[src/rtl/ctrl_pkg.sv]
// Shared types, opcodes, encodings and the state-to-output decode for control_unit.
// Latency: none (types and a combinational helper only).
// Backpressure: none. Exception outputs depend on CTRL_EXCEPTION_EN.
package ctrl_pkg;

  localparam int WAIT_W = 3;

  typedef enum logic [4:0] {
    RESET, FETCH, FETCH_WAIT, IR_LOAD, DECODE,
    R_EXEC, R_WB,
    MEM_ADDR, MEM_READ, MEM_WAIT, MEM_WB, MEM_WRITE,
    BRANCH, JUMP, ADDI_EXEC, ADDI_WB, ILLEGAL
  } state_t;

  localparam logic [5:0] OP_RTYPE = 6'b000000;
  localparam logic [5:0] OP_LW    = 6'b100011;
  localparam logic [5:0] OP_SW    = 6'b101011;
  localparam logic [5:0] OP_BEQ   = 6'b000100;
  localparam logic [5:0] OP_J     = 6'b000010;
  localparam logic [5:0] OP_ADDI  = 6'b001000;

  localparam logic [1:0] ALU_ADD   = 2'b00;
  localparam logic [1:0] ALU_SUB   = 2'b01;
  localparam logic [1:0] ALU_FUNCT = 2'b10;

  localparam logic [1:0] SRCB_REGB    = 2'b00;
  localparam logic [1:0] SRCB_FOUR    = 2'b01;
  localparam logic [1:0] SRCB_IMM     = 2'b10;
  localparam logic [1:0] SRCB_IMM_SH2 = 2'b11;

  localparam logic [1:0] PCSRC_ALU    = 2'b00;
  localparam logic [1:0] PCSRC_ALUOUT = 2'b01;
  localparam logic [1:0] PCSRC_JUMP   = 2'b10;
  localparam logic [1:0] PCSRC_EXC    = 2'b11;

  typedef struct packed {
    logic       epc_write;
    logic       pc_write;
    logic       pc_write_cond;
    logic       iord;
    logic       mem_write;
    logic       ir_write;
    logic       reg_dst;
    logic       mem_to_reg;
    logic       reg_write;
    logic       alu_src_a;
    logic [1:0] alu_src_b;
    logic [1:0] alu_op;
    logic [1:0] pc_source;
  } ctrl_out_t;

  // Moore decode: every field defaults to 0, each state raises only what it needs.
  function automatic ctrl_out_t state_outputs(input state_t s);
    ctrl_out_t o;
    o = '0;
    case (s)
      FETCH:     begin o.alu_src_b = SRCB_FOUR; o.alu_op = ALU_ADD; end
      IR_LOAD:   begin o.ir_write = 1'b1; o.pc_write = 1'b1;
                       o.pc_source = PCSRC_ALU; o.alu_src_b = SRCB_FOUR; end
      DECODE:    begin o.alu_src_b = SRCB_IMM_SH2; o.alu_op = ALU_ADD; end
      R_EXEC:    begin o.alu_src_a = 1'b1; o.alu_src_b = SRCB_REGB; o.alu_op = ALU_FUNCT; end
      R_WB:      begin o.reg_dst = 1'b1; o.reg_write = 1'b1; end
      MEM_ADDR:  begin o.alu_src_a = 1'b1; o.alu_src_b = SRCB_IMM; o.alu_op = ALU_ADD; end
      MEM_READ:  o.iord = 1'b1;
      MEM_WB:    begin o.mem_to_reg = 1'b1; o.reg_write = 1'b1; end
      MEM_WRITE: begin o.iord = 1'b1; o.mem_write = 1'b1; end
      BRANCH:    begin o.alu_src_a = 1'b1; o.alu_src_b = SRCB_REGB; o.alu_op = ALU_SUB;
                       o.pc_write_cond = 1'b1; o.pc_source = PCSRC_ALUOUT; end
      JUMP:      begin o.pc_write = 1'b1; o.pc_source = PCSRC_JUMP; end
      ADDI_EXEC: begin o.alu_src_a = 1'b1; o.alu_src_b = SRCB_IMM; o.alu_op = ALU_ADD; end
      ADDI_WB:   o.reg_write = 1'b1;
`ifdef CTRL_EXCEPTION_EN
      ILLEGAL:   begin o.epc_write = 1'b1; o.pc_write = 1'b1; o.pc_source = PCSRC_EXC; end
`endif
      default:   o = '0;
    endcase
    return o;
  endfunction

endpackage

[src/rtl/ctrl_wait_counter.sv]
// Cycle counter for memory wait states; done when count equals the requested last value.
// Latency: load takes effect on the next edge; done is combinational from the count.
// Backpressure: none.
module ctrl_wait_counter
  import ctrl_pkg::*;
(
  input  logic              clk,
  input  logic              rst,
  input  logic              load,
  input  logic              en,
  input  logic [WAIT_W-1:0] last,
  output logic              done
);

  logic [WAIT_W-1:0] cnt_q, cnt_d;

  // Restart at zero on state entry, otherwise count while a wait state is active.
  always_comb begin
    cnt_d = cnt_q;
    if (load)    cnt_d = '0;
    else if (en) cnt_d = cnt_q + 1'b1;
  end

  // Count register with synchronous clear.
  always_ff @(posedge clk) begin
    if (rst) cnt_q <= '0;
    else     cnt_q <= cnt_d;
  end

  assign done = (cnt_q == last);

endmodule

[src/rtl/control_unit.sv]
// Multicycle Moore control FSM for the MIPS subset (fetch/decode/execute); optional CTRL_EXCEPTION_EN.
// Latency: outputs registered from next state, valid the cycle the state is entered.
// Backpressure: none; memory waits are fixed at MEM_WAIT_CYCLES extra cycles.
module control_unit
  import ctrl_pkg::*;
#(
  parameter int MEM_WAIT_CYCLES = 1
) (
  input  logic       clock,
  input  logic       r_l,
  input  logic [5:0] opcode,
  input  logic [5:0] funct,
  input  logic       zero,
`ifdef CTRL_EXCEPTION_EN
  output logic       EPCWrite,
`endif
  output logic       PCWrite,
  output logic       PCWriteCond,
  output logic       IorD,
  output logic       MemWrite,
  output logic       IRWrite,
  output logic       RegDst,
  output logic       MemToReg,
  output logic       RegWrite,
  output logic       AluSourceA,
  output logic [1:0] AluSourceB,
  output logic [1:0] AluOP,
  output logic [1:0] PCSource
);

  // Read waits leave after MEM_WAIT_CYCLES cycles; a write holds for one more.
  localparam logic [WAIT_W-1:0] WAIT_LAST_RD = WAIT_W'(MEM_WAIT_CYCLES - 1);
  localparam logic [WAIT_W-1:0] WAIT_LAST_WR = WAIT_W'(MEM_WAIT_CYCLES);

  state_t    state_q, state_d;
  ctrl_out_t out_q, out_d;
  logic      mem_sw_q, mem_sw_d;
  logic      wait_load, wait_en, wait_done;
  logic [WAIT_W-1:0] wait_last;

  assign wait_load = (state_d != state_q);
  assign wait_en   = (state_q == FETCH_WAIT) || (state_q == MEM_WAIT) || (state_q == MEM_WRITE);
  assign wait_last = (state_q == MEM_WRITE) ? WAIT_LAST_WR : WAIT_LAST_RD;

  ctrl_wait_counter u_wait (
    .clk  (clock),
    .rst  (r_l),
    .load (wait_load),
    .en   (wait_en),
    .last (wait_last),
    .done (wait_done)
  );

  // Next-state sequencing; the lw/sw choice is captured in DECODE with the dispatch.
  always_comb begin
    state_d  = state_q;
    mem_sw_d = mem_sw_q;
    case (state_q)
      RESET:      state_d = FETCH;
      FETCH:      state_d = (MEM_WAIT_CYCLES == 0) ? IR_LOAD : FETCH_WAIT;
      FETCH_WAIT: if (wait_done) state_d = IR_LOAD;
      IR_LOAD:    state_d = DECODE;
      DECODE: begin
        mem_sw_d = (opcode == OP_SW);
        case (opcode)
          OP_RTYPE:     state_d = R_EXEC;
          OP_LW, OP_SW: state_d = MEM_ADDR;
          OP_BEQ:       state_d = BRANCH;
          OP_J:         state_d = JUMP;
          OP_ADDI:      state_d = ADDI_EXEC;
          default:      state_d = ILLEGAL;
        endcase
      end
      R_EXEC:     state_d = R_WB;
      MEM_ADDR:   state_d = mem_sw_q ? MEM_WRITE : MEM_READ;
      MEM_READ:   state_d = (MEM_WAIT_CYCLES == 0) ? MEM_WB : MEM_WAIT;
      MEM_WAIT:   if (wait_done) state_d = MEM_WB;
      MEM_WRITE:  if (wait_done) state_d = FETCH;
      ADDI_EXEC:  state_d = ADDI_WB;
      R_WB, MEM_WB, BRANCH, JUMP, ADDI_WB, ILLEGAL: state_d = FETCH;
      default:    state_d = RESET;
    endcase
    out_d = state_outputs(state_d);
  end

  // State and registered Moore outputs; reset drops any write in flight.
  always_ff @(posedge clock) begin
    if (r_l) begin
      state_q  <= RESET;
      out_q    <= '0;
      mem_sw_q <= 1'b0;
    end else begin
      state_q  <= state_d;
      out_q    <= out_d;
      mem_sw_q <= mem_sw_d;
    end
  end

  assign PCWrite     = out_q.pc_write;
  assign PCWriteCond = out_q.pc_write_cond;
  assign IorD        = out_q.iord;
  assign MemWrite    = out_q.mem_write;
  assign IRWrite     = out_q.ir_write;
  assign RegDst      = out_q.reg_dst;
  assign MemToReg    = out_q.mem_to_reg;
  assign RegWrite    = out_q.reg_write;
  assign AluSourceA  = out_q.alu_src_a;
  assign AluSourceB  = out_q.alu_src_b;
  assign AluOP       = out_q.alu_op;
  assign PCSource    = out_q.pc_source;

  // funct is decoded by ALU control and zero gates PCWriteCond in the datapath.
  logic unused_ok;
`ifdef CTRL_EXCEPTION_EN
  assign EPCWrite  = out_q.epc_write;
  assign unused_ok = ^{funct, zero};
`else
  assign unused_ok = ^{funct, zero, out_q.epc_write};
`endif

endmodule

[config.mk]
export PLATFORM = sky130hd
export DESIGN_NAME = control_unit
export DESIGN_NICKNAME = d
export VERILOG_FILES = /design/src/rtl/ctrl_pkg.sv /design/src/rtl/ctrl_wait_counter.sv /design/src/rtl/control_unit.sv
export SDC_FILE = /design/constraint.sdc
export NUM_CORES = 1
export LEC_CHECK = 0
export CAP_MARGIN = 20
export CORE_MARGIN = 2
export CORE_UTILIZATION = 52
export CTS_BUF_LIST = sky130_fd_sc_hd__clkbuf_16
export CTS_CLUSTER_DIAMETER = 200
export DETAILED_ROUTE_END_ITERATION = 10
export PLACE_DENSITY = 0.84
export SKIP_LAST_GASP = 1
export SYNTH_ARGS = -nofsm -noshare
export SYNTH_HDL_FRONTEND = slang
export SYNTH_SLANG_ARGS = --single-unit
[constraint.sdc]
create_clock -name clock -period 4.9 [get_ports clock]
set_input_delay 0.49 -clock clock [delete_from_list [all_inputs] [get_ports clock]]
set_output_delay 0.49 -clock clock [all_outputs]
set_load 0.01 [all_outputs]
==> results of run 1 <==
power by group through the flow:
stage	Combinational, uW	Sequential, uW	Clock, uW
global route	93.5	200	176
CTS	84.5	198	167
detailed placement	82.8	201	0
finish	85.1	198	166
floorplan	59.7	196	0
global placement	79.6	201	0
final cells by class:
type	instances	area share
Multi-Input combinational cell	109	0.468
Clock buffer	3	0.0504
Sequential cell	22	0.296
Tap cell	28	0.0235
Inverter	4	0.0101
Timing Repair Buffer	23	0.153
worst max-delay path: cells and delay by family:
family          cells  cell delay [ns]
compound gates      4             1.03
buf+inv             1             0.53
simple gates        2             0.65
synthesized netlist by cell type, types with 3 or more instances:
cell and number:
xor2_1 5, o21ai_0 4, inv_1 3, a21oi_1 3, nand3_1 6, xnor2_1 3
buf_4 4, nor2_1 14, o31ai_1 3, dfxtp_1 22, buf_2 4, nor2b_1 3
nor3_1 8, nand2b_1 3, nand2_1 17
logic make-up (layout without fill, tap and decap cells):
logic type | after synthesis | after routing | share of synthesized area
AOI/OAI and AO/OA | 27 | 27 | 0.169
and+or+nand+nor | 71 | 71 | 0.323
DFF | 22 | 22 | 0.364
xor gates and xnor gates | 8 | 8 | 0.0579
muxes | 2 | 2 | 0.0165
adders and majority gates | 1 | 1 | 0.0103
buffers and inverters | 14 | 30 | 0.0600
flip-flops by register name, summed over array words and instances (netlist names):
signal        count
AluSourceA        1
state_q           5
MemWrite          1
MemToReg          1
RegDst            1
RegWrite          1
AluSourceB        2
AluOP             1
PCWrite           1
IRWrite           1
PCSource          2
mem_sw_q          1
IorD              1
u_wait.cnt_q      3
worst paths after layout:
kind / to / cells after the start
worst max register to register: AluSourceB[0]$_SDFF_PP0_ / 7
worst min-delay path: mem_sw_q$_SDFFE_PP0P_ / 2
worst max-delay path: AluSourceB[0]$_SDFF_PP0_ / 7
worst min register to register: mem_sw_q$_SDFFE_PP0P_ / 2
per-layer routing:
metal | up-vias | part of all wire
li1 | 554 | -
met1 | 538 | 0.44
met2 | 24 | 0.52
met3 | 6 | 0.032
met4 | 0 | 0.012
met5 | - | 0
layout by cell type, fill, tap and decap left out, drive strengths merged, types with 2 or more instances in the layout:
| cell | count |
|---|---|
| or3 | 2 |
| a31oi | 2 |
| nor2 | 15 |
| a21o | 2 |
| clkdlybuf4s50 | 22 |
| and3 | 2 |
| o31ai | 3 |
| dfxtp | 22 |
| or4b | 2 |
| nand3 | 6 |
| nor4b | 2 |
| xor2 | 5 |
| xnor2 | 3 |
| nand4 | 2 |
| nor3b | 2 |
| nor4 | 2 |
| clkbuf | 3 |
| nand2 | 17 |
| nand2b | 3 |
| nor2b | 3 |
| nor3 | 9 |
| mux2i | 2 |
| inv | 4 |
| o21a | 2 |
| o21ai | 6 |
| a21oi | 3 |
per-stage QoR:
stage,hold WS (ns),util
floorplan,0.484,-
global route,0.586,0.674
CTS,0.558,0.674
detailed placement,0.547,0.640
finish,0.554,0.674
global placement,0.545,0.640
==> impl_metrics.tcl, run 1 <==
set metrics [dict create \
    status "completed" \
    grt_pass1_vias 1026 \
    layout.nets 179 \
    grtUsageMet1 0.283 \
    total_power_uw 449 \
    critical_path.cell_chain "clkdlybuf4s50_1 > a2111oi_2 > o31ai_1 > o21ai_2 > nand2b_1 > or3_1 > a211oi_2" \
    rsz0062_at_grt "false" \
    ys_ff_latch 22 \
    diodes 0 \
    fin_area_sq_um 1490 \
    tightest_slew_ns 0.531 \
    htreeDepth 1 \
    crit_path_max_incr_delay_ns 0.53 \
    yosysSeqAreaShare 0.364 \
    power.density_nw_per_um2 301 \
    crit_type "input port to register" \
    register_area_sq_um 440 \
    ctsHoldBuffers 0 \
    synth-edff-count 0 \
    vias 1122 \
    syn_to_final_growth_pct 23.2 \
    grt.met3_usage 0.0600 \
    netlist_instances 145 \
    clkLatencyLatePin_ns 0.25 \
    relSlewSlack 0.646 \
    synth_fp_nets 161 \
    fin_tns_setup_ns 0 \
    die_h_um 52.2 \
    fin_crit_ns 2.54 \
    hold_violations 0 \
    intPower_uw 332 \
    synth_top_cell_by_area "dfxtp_1" \
    antenna_found_initial 0 \
    pre_cts_ws_ns 2.16 \
    synth.distinct_cells 50 \
    dpl.cell_count 186 \
    synth_flop_cell "dfxtp_1" \
    drv_slew 0 \
    cts_buffers 3 \
    fin_cells 189 \
    wirelength_mm 2.76 \
    worst_setup_path_end_kind "register" \
    r2r_start "state_q[3]$_SDFF_PP0_" \
    worst-path-max-fanout 10 \
    drt-vias-per-instance 5.94 \
    tritoncts "built" \
    hp-class "register to register" \
    startpoint_type "input port" \
    setup_viol 0 \
    wire_per_inst_um 14.6 \
    cts_root_buf "clkbuf_16" \
    gp_congestion 0.871 \
    power_frac_comb 0.190 \
    layout_setup_ws_ns 2.36 \
    drc 0 \
    r2r_slack_ns 2.65 \
    ant_nets 0 \
    io_buffers 22 \
    p_sw_frac 0.260 \
    post_cts_buffers 0 \
    finClkSkew_ns 0.00301 \
    yosysWarnings 0 \
    busiest_layer "met2" \
    fin_crit_sh 0.518 \
    worstPathArrival_ns 2.71 \
    synth_area_leaders "dfxtp_1 36%, nand2_1 5.3%, nor2_1 4.3%" \
    layout-drive-gt1-share 0.0807 \
    max_cap_violations 0 \
    switchingPower_uw 117 \
    clockBufferDepth 2 \
    grt_max_degree 16 \
    hpwlAfterDp_mm 1.98 \
    hp-start "mem_sw_q$_SDFFE_PP0P_" \
    total_leakage_power_uw 0.000569 \
    fp.dieW_um 52.2 \
    drtPass1Iterations 4 \
    rows 17 \
    pwr-share-seq 0.441 \
    multi_input_area_sq_um 697 \
    post_dp_cell_area_sq_um 1420 \
    coreArea_sq_um 2210 \
    ir_drop_v 0.000322 \
    cts.repair.resized 0 \
    pin_count 30 \
    cts_num_sinks 22 \
    async_flop_share 0 \
    die-area_sq_um 2730 \
    syn-cell-area_sq_um 1210 \
    clk_pin_slew_ns 0.05 \
    grt_overflow 0 \
    critPathRequiredTime_ns 5.07 \
    slowest_stage "clkdlybuf4s50_1" \
    synth.avg_cell_area_sq_um 8.34 \
    initial_core_util 0.547 \
    cp-startpoint "opcode[3]" \
    clkPwrFrac 0.370 \
    grt_pass1_wl_mm 4.65 \
    synth_top_area_frac 0.364 \
    track_usage 0.230 \
    fillers 190 \
    use_met2 0.395 \
    clock.fmax_mhz 394 \
    drt_iter0_drc 21 \
]
(Power assumes the default switching activity.)
==> inputs of run 2 (changes only) <==
--- a/config.mk
+++ b/config.mk
@@ -7,11 +7,11 @@
 export LEC_CHECK = 0
 export CAP_MARGIN = 20
 export CORE_MARGIN = 2
-export CORE_UTILIZATION = 52
+export CORE_UTILIZATION = 43
 export CTS_BUF_LIST = sky130_fd_sc_hd__clkbuf_16
 export CTS_CLUSTER_DIAMETER = 200
 export DETAILED_ROUTE_END_ITERATION = 10
-export PLACE_DENSITY = 0.84
+export PLACE_DENSITY = 0.74
 export SKIP_LAST_GASP = 1
 export SYNTH_ARGS = -nofsm -noshare
 export SYNTH_HDL_FRONTEND = slang
==> constraint.sdc (replaced) <==
create_clock -name clock -period 2.2 [get_ports clock]
set_input_delay 0.22 -clock clock [delete_from_list [all_inputs] [get_ports clock]]
set_output_delay 0.22 -clock clock [all_outputs]
set_load 0.01 [all_outputs]
==> run 2 against run 1 <==
Total power grew 130%; routed wire length grew 5.0%; combinational power grew to 2.8 times the previous value; critical path depth grew 1; non-clock buffer count grew 13; worst setup slack lost 2.3 ns; critical path type is now register to register; largest cell class unchanged; largest power group unchanged.
==> impl_metrics.tcl, run 2 (synthesized netlist as in run 1, its figures left out) <==
set metrics [dict create \
    status "completed" \
    track_usage 0.185 \
    hold_violations 0 \
    total_leakage_power_uw 0.000638 \
    hp-class "register to register" \
    cts_root_buf "clkbuf_16" \
    rows 19 \
    fin_tns_setup_ns 0 \
    mostFrequentLayoutCells "22 x dfxtp_1, 22 x clkdlybuf4s50_1, 17 x nand2_1" \
    setup_viol 0 \
    clk_pin_slew_ns 0.06 \
    drt-vias-per-instance 5.57 \
    tightest_slew_ns 0.375 \
    diodes 0 \
    htreeDepth 1 \
    grt_overflow 0 \
    tritoncts "built" \
    power.density_nw_per_um2 648 \
    r2r_slack_ns 0.09 \
    pre_cts_ws_ns -0.0887 \
    fin_area_sq_um 1610 \
    drc 0 \
    finClkSkew_ns 0.00206 \
    io_buffers 22 \
    largest_reg_flops 5 \
    antenna_found_initial 0 \
    pin_count 30 \
    fp.dieW_um 57.0 \
    rsz0062_at_grt "false" \
    wirelength_mm 2.90 \
    crit_type "register to register" \
    ir_drop_v 0.000653 \
    wire_per_inst_um 14.1 \
    fin_crit_sh 0.960 \
    hp-start "mem_sw_q$_SDFFE_PP0P_" \
    drv_slew 0 \
    gp_congestion 0.797 \
    worst_setup_path_end_kind "register" \
    hpwlAfterDp_mm 2.14 \
    startpoint_type "register" \
    grt_pass1_wl_mm 4.72 \
    fin_cells 206 \
    die-area_sq_um 3250 \
    cp-startpoint "state_q[0]$_SDFF_PP0_" \
    relSlewSlack 0.750 \
    fin_crit_ns 2.11 \
    clkLatencyLatePin_ns 0.25 \
    cts_num_sinks 22 \
    critPathRequiredTime_ns 2.39 \
    layout_setup_ws_ns 0.0875 \
    grt_pass1_vias 1027 \
    worstPathArrival_ns 2.30 \
    syn_to_final_growth_pct 32.9 \
    drtPass1Iterations 5 \
    layout.nets 192 \
    coreArea_sq_um 2710 \
    ant_nets 0 \
    drt_iter0_drc 42 \
    initial_core_util 0.446 \
    regMostFlops "state_q" \
    die_h_um 57.0 \
    post_dp_cell_area_sq_um 1520 \
    grt_max_degree 15 \
    vias 1148 \
    r2r_start "state_q[0]$_SDFF_PP0_" \
    top_regs "state_q: 5 flops, u_wait.cnt_q: 3 flops" \
    clock.fmax_mhz 473 \
    final_core_util 0.593 \
    max_cap_violations 0 \
    dpl.cell_count 202 \
    worst-path-max-fanout 11 \
    clockBufferDepth 2 \
    cts_buffers 3 \
    layout-drive-gt1-share 0.154 \
]
## run 2: cell count changes in the layout (fill, tap and decap cells not counted)
cell and delta:
or4b_1 -1, clkinv_1 +1, buf_4 +13, nor4_4 +1
or4b_4 +1, nor4_2 -1
## run 2: stage by stage
| step | total power (uW) | hold WS [ns] |
|---|---|---|
| global placement | 657 | 0.545 |
| floorplan | 570 | 0.292 |
| detailed placement | 666 | 0.543 |
| finish | 1040 | 0.550 |
| global route | 1090 | 0.585 |
| CTS | 1040 | 0.555 |
## run 2: report_power, final
| part | switching (uW) | internal, uW | leakage [uW] | total, uW |
|---|---|---|---|---|
| Sequential | 9.93 | 416 | 0.000179 | 426 |
| Combinational | 127 | 110 | 0.000421 | 238 |
| Clock | 136 | 242 | 0.0000385 | 378 |
## run 2: metal layers
layer	vias to the layer above	track usage	part of all wire
li1	580	-	-
met1	538	0.244	0.44
met2	28	0.294	0.51
met3	2	0.0499	0.047
met4	0	0.0598	0.0055
met5	-	0	0
## run 2: final timing paths
check	to	depth (start not counted)
worst min register to register	mem_sw_q$_SDFFE_PP0P_	2
worst max register to register	u_wait.cnt_q[1]$_SDFFE_PP0P_	8
worst min-delay path	mem_sw_q$_SDFFE_PP0P_	2
worst max-delay path	u_wait.cnt_q[1]$_SDFFE_PP0P_	8
## run 2: timing repair
item,4_1_cts,5_1_grt
gates resized for setup,0,2
setup buffers,0,0
setup endpoints to repair,0,3
hold buffers,0,0
## run 2: area by class of cell
type                            count  area, sq um
Clock buffer                        3         75.1
Clock inverter                      1         3.75
Fill cell                         244         1100
Inverter                            4         15.0
Multi-Input combinational cell    109          709
Sequential cell                    22          440
Tap cell                           31         38.8
Timing Repair Buffer               36          325
## run 2: critical path, cell delays in order, from the launching register on
cell      delay, ns
dfxtp_1        0.32
or4b_4         0.56
nor4_4         0.24
a222oi_1       0.15
buf_4          0.17
buf_4          0.17
xor2_1         0.13
nand4_1        0.18
nor2_1         0.14
==> inputs of run 3 (changes only) <==
--- a/config.mk
+++ b/config.mk
@@ -6,11 +6,12 @@
 export NUM_CORES = 1
 export LEC_CHECK = 0
 export CAP_MARGIN = 20
-export CORE_MARGIN = 2
+export CORE_MARGIN = 1.5
 export CORE_UTILIZATION = 43
 export CTS_BUF_LIST = sky130_fd_sc_hd__clkbuf_16
 export CTS_CLUSTER_DIAMETER = 200
 export DETAILED_ROUTE_END_ITERATION = 10
+export HOLD_SLACK_MARGIN = 0.02
 export PLACE_DENSITY = 0.74
 export SKIP_LAST_GASP = 1
 export SYNTH_ARGS = -nofsm -noshare
==> run 3 against run 2 <==
Clock skew about the same; count of clock-buffer cells in the layout stayed put; worst setup slack gained 0.036 ns; fmax grew 1.7%; total power down 2.8%; critical path type is now input port to register; highest routed layer unchanged; sequential share of layout area increased by 0.46 points.
==> impl_metrics.tcl, run 3 (synthesized netlist as in run 1, its figures left out) <==
set metrics [dict create \
    switchingPower_uw 256 \
    setup_viol 0 \
    worst-path-max-fanout 7 \
    track_usage 0.188 \
    cts_root_buf "clkbuf_16" \
    hpwlAfterDp_mm 2.01 \
    drtPass1Iterations 4 \
    fin_crit_sh 0.944 \
    pin_count 30 \
    grt_max_degree 15 \
    gp_congestion 0.844 \
    grt_pass1_wl_mm 4.51 \
    intPower_uw 757 \
    regMostFlops "state_q" \
    die_h_um 56.0 \
    critPathRequiredTime_ns 2.37 \
    finClkSkew_ns 0.00181 \
    syn_to_final_growth_pct 30.7 \
    relSlewSlack 0.701 \
    r2r_slack_ns 0.16 \
    path_buf_inv 1 \
    mostFrequentLayoutCells "22 x dfxtp_1, 22 x clkdlybuf4s50_1, 17 x nand2_1" \
    rsz0062_at_grt "false" \
    ir_drop_v 0.000720 \
    fin_tns_setup_ns 0 \
    layout-drive-gt1-share 0.135 \
    hp-class "register to register" \
    startpoint_type "input port" \
    register_area_sq_um 440 \
    fillers 248 \
    clkPwrFrac 0.360 \
    r2r_start "state_q[0]$_SDFF_PP0_" \
    diodes 0 \
    tightest_slew_ns 0.448 \
    top_regs "state_q: 5 flops, u_wait.cnt_q: 3 flops" \
    io_buffers 22 \
    drc 0 \
    fin_crit_ns 2.08 \
    pwr-share-seq 0.419 \
    rows 19 \
    initial_core_util 0.446 \
    drv_slew 0 \
    antenna_found_initial 0 \
    layout.nets 189 \
    drt_iter0_drc 39 \
    total_leakage_power_uw 0.000620 \
    min_path_cells 2 \
    cts_num_sinks 22 \
    hold_violations 0 \
    crit_type "input port to register" \
    status "completed" \
    post_cts_buffers 0 \
    critical_path.top_delay_family "compound AO/OA/AOI/OAI gates" \
    ctsHoldBuffers 0 \
    slowest_stage "clkdlybuf4s50_1" \
    drt-vias-per-instance 5.35 \
    vias 1081 \
    worstHoldEndpoint "mem_sw_q$_SDFFE_PP0P_" \
    grt_overflow 0 \
    worst_setup_path_end_kind "register" \
    power.density_nw_per_um2 640 \
    max_cap_violations 0 \
    largest_reg_flops 5 \
    cts_buffers 3 \
    coreArea_sq_um 2710 \
    power_frac_comb 0.221 \
    htreeDepth 1 \
    clk_pin_slew_ns 0.05 \
    worstPathArrival_ns 2.25 \
    p_sw_frac 0.253 \
    critical_path.cell_chain "clkdlybuf4s50_1 > a2111oi_4 > o31ai_1 > o21ai_2 > nand2b_1 > or3_1 > a211oi_2" \
    total_power_uw 1010 \
    clock.fmax_mhz 482 \
    clkLatencyLatePin_ns 0.25 \
    wire_per_inst_um 13.4 \
    wirelength_mm 2.71 \
    final_core_util 0.584 \
    crit_path_max_incr_delay_ns 0.56 \
    fp.dieW_um 56.0 \
    rr_worst_depth 7 \
    fin_hold_ws_ns 0.564 \
    clockBufferDepth 2 \
    r2r-end "u_wait.cnt_q[2]$_SDFFE_PP0P_" \
    hp-start "mem_sw_q$_SDFFE_PP0P_" \
    tritoncts "built" \
    ant_nets 0 \
    multi_input_area_sq_um 709 \
    die-area_sq_um 3140 \
    grt_pass1_vias 982 \
]
==> run 3: changes by cell type in the layout (fill, tap and decap cells not counted) <==
cell / change
clkinv_1: -1
nor4_2: +1
or4b_1: +1
nor4_4: -1
buf_4: -3
or4b_4: -1
a2111oi_4: +1
a2111oi_2: -1
==> run 3: final cells by class <==
cell class,count,area share
tap,31,0.0245
multi-input combinational,109,0.449
inverter,4,0.00949
sequential,22,0.278
clock buffer,3,0.0475
timing repair buffer,33,0.191
==> run 3: timing repair <==
item,in CTS,in global routing
resized for setup,0,1
setup endpoints to repair,0,1
endpoints found under the hold margin,0,0
==> run 3: stage by stage <==
stage                     setup WS (ns)  cell area (sq um)  cells
after global placement          -0.0693               1490    199
after detailed placement         -0.138               1490    199
after global routing             0.0252               1580    202
final                             0.123               1580    202
after floorplan                   0.364               1210    145
after CTS                         0.114               1570    202
==> run 3: worst max path at each step <==
| stage | start | to | slack, ns | cells after the start |
|---|---|---|---|---|
| after floorplan | state_q[3]$_SDFF_PP0_ | AluSourceB[0]$_SDFF_PP0_ | 0.36 | 7 |
| final | opcode[3] | AluSourceB[0]$_SDFF_PP0_ | 0.12 | 7 |
| after detailed placement | opcode[3] | AluSourceB[0]$_SDFF_PP0_ | -0.14 | 7 |
| after global placement | opcode[3] | AluSourceB[0]$_SDFF_PP0_ | -0.07 | 7 |
| after CTS | opcode[3] | AluSourceB[0]$_SDFF_PP0_ | 0.11 | 7 |
| after global routing | opcode[3] | AluSourceB[0]$_SDFF_PP0_ | 0.03 | 7 |
==> run 3: worst register-to-register path: stages (launching register included) <==
cell,delay [ns]
dfxtp_1,0.32
or4b_1,0.59
nor4_2,0.20
a222oi_1,0.17
buf_4,0.21
xor2_1,0.14
nand4_1,0.20
nor2_1,0.15
==> run 3: routing by layer <==
metal	global-route usage	share of wire	wire [um]	up-vias
met2	0.299	0.48	1310	21
met5	0	0	0	-
met3	0.0535	0.047	127	5
li1	-	-	-	569
met1	0.235	0.45	1220	486
met4	0.0816	0.017	45	0
==> run 3: power groups by stage <==
stage / registers [uW] / clock network (uW) / logic, uW
after floorplan: 437 / 0 / 133
after global placement: 432 / 0 / 214
after detailed placement: 433 / 0 / 219
after CTS: 425 / 379 / 221
after global routing: 426 / 393 / 243
final: 425 / 364 / 224
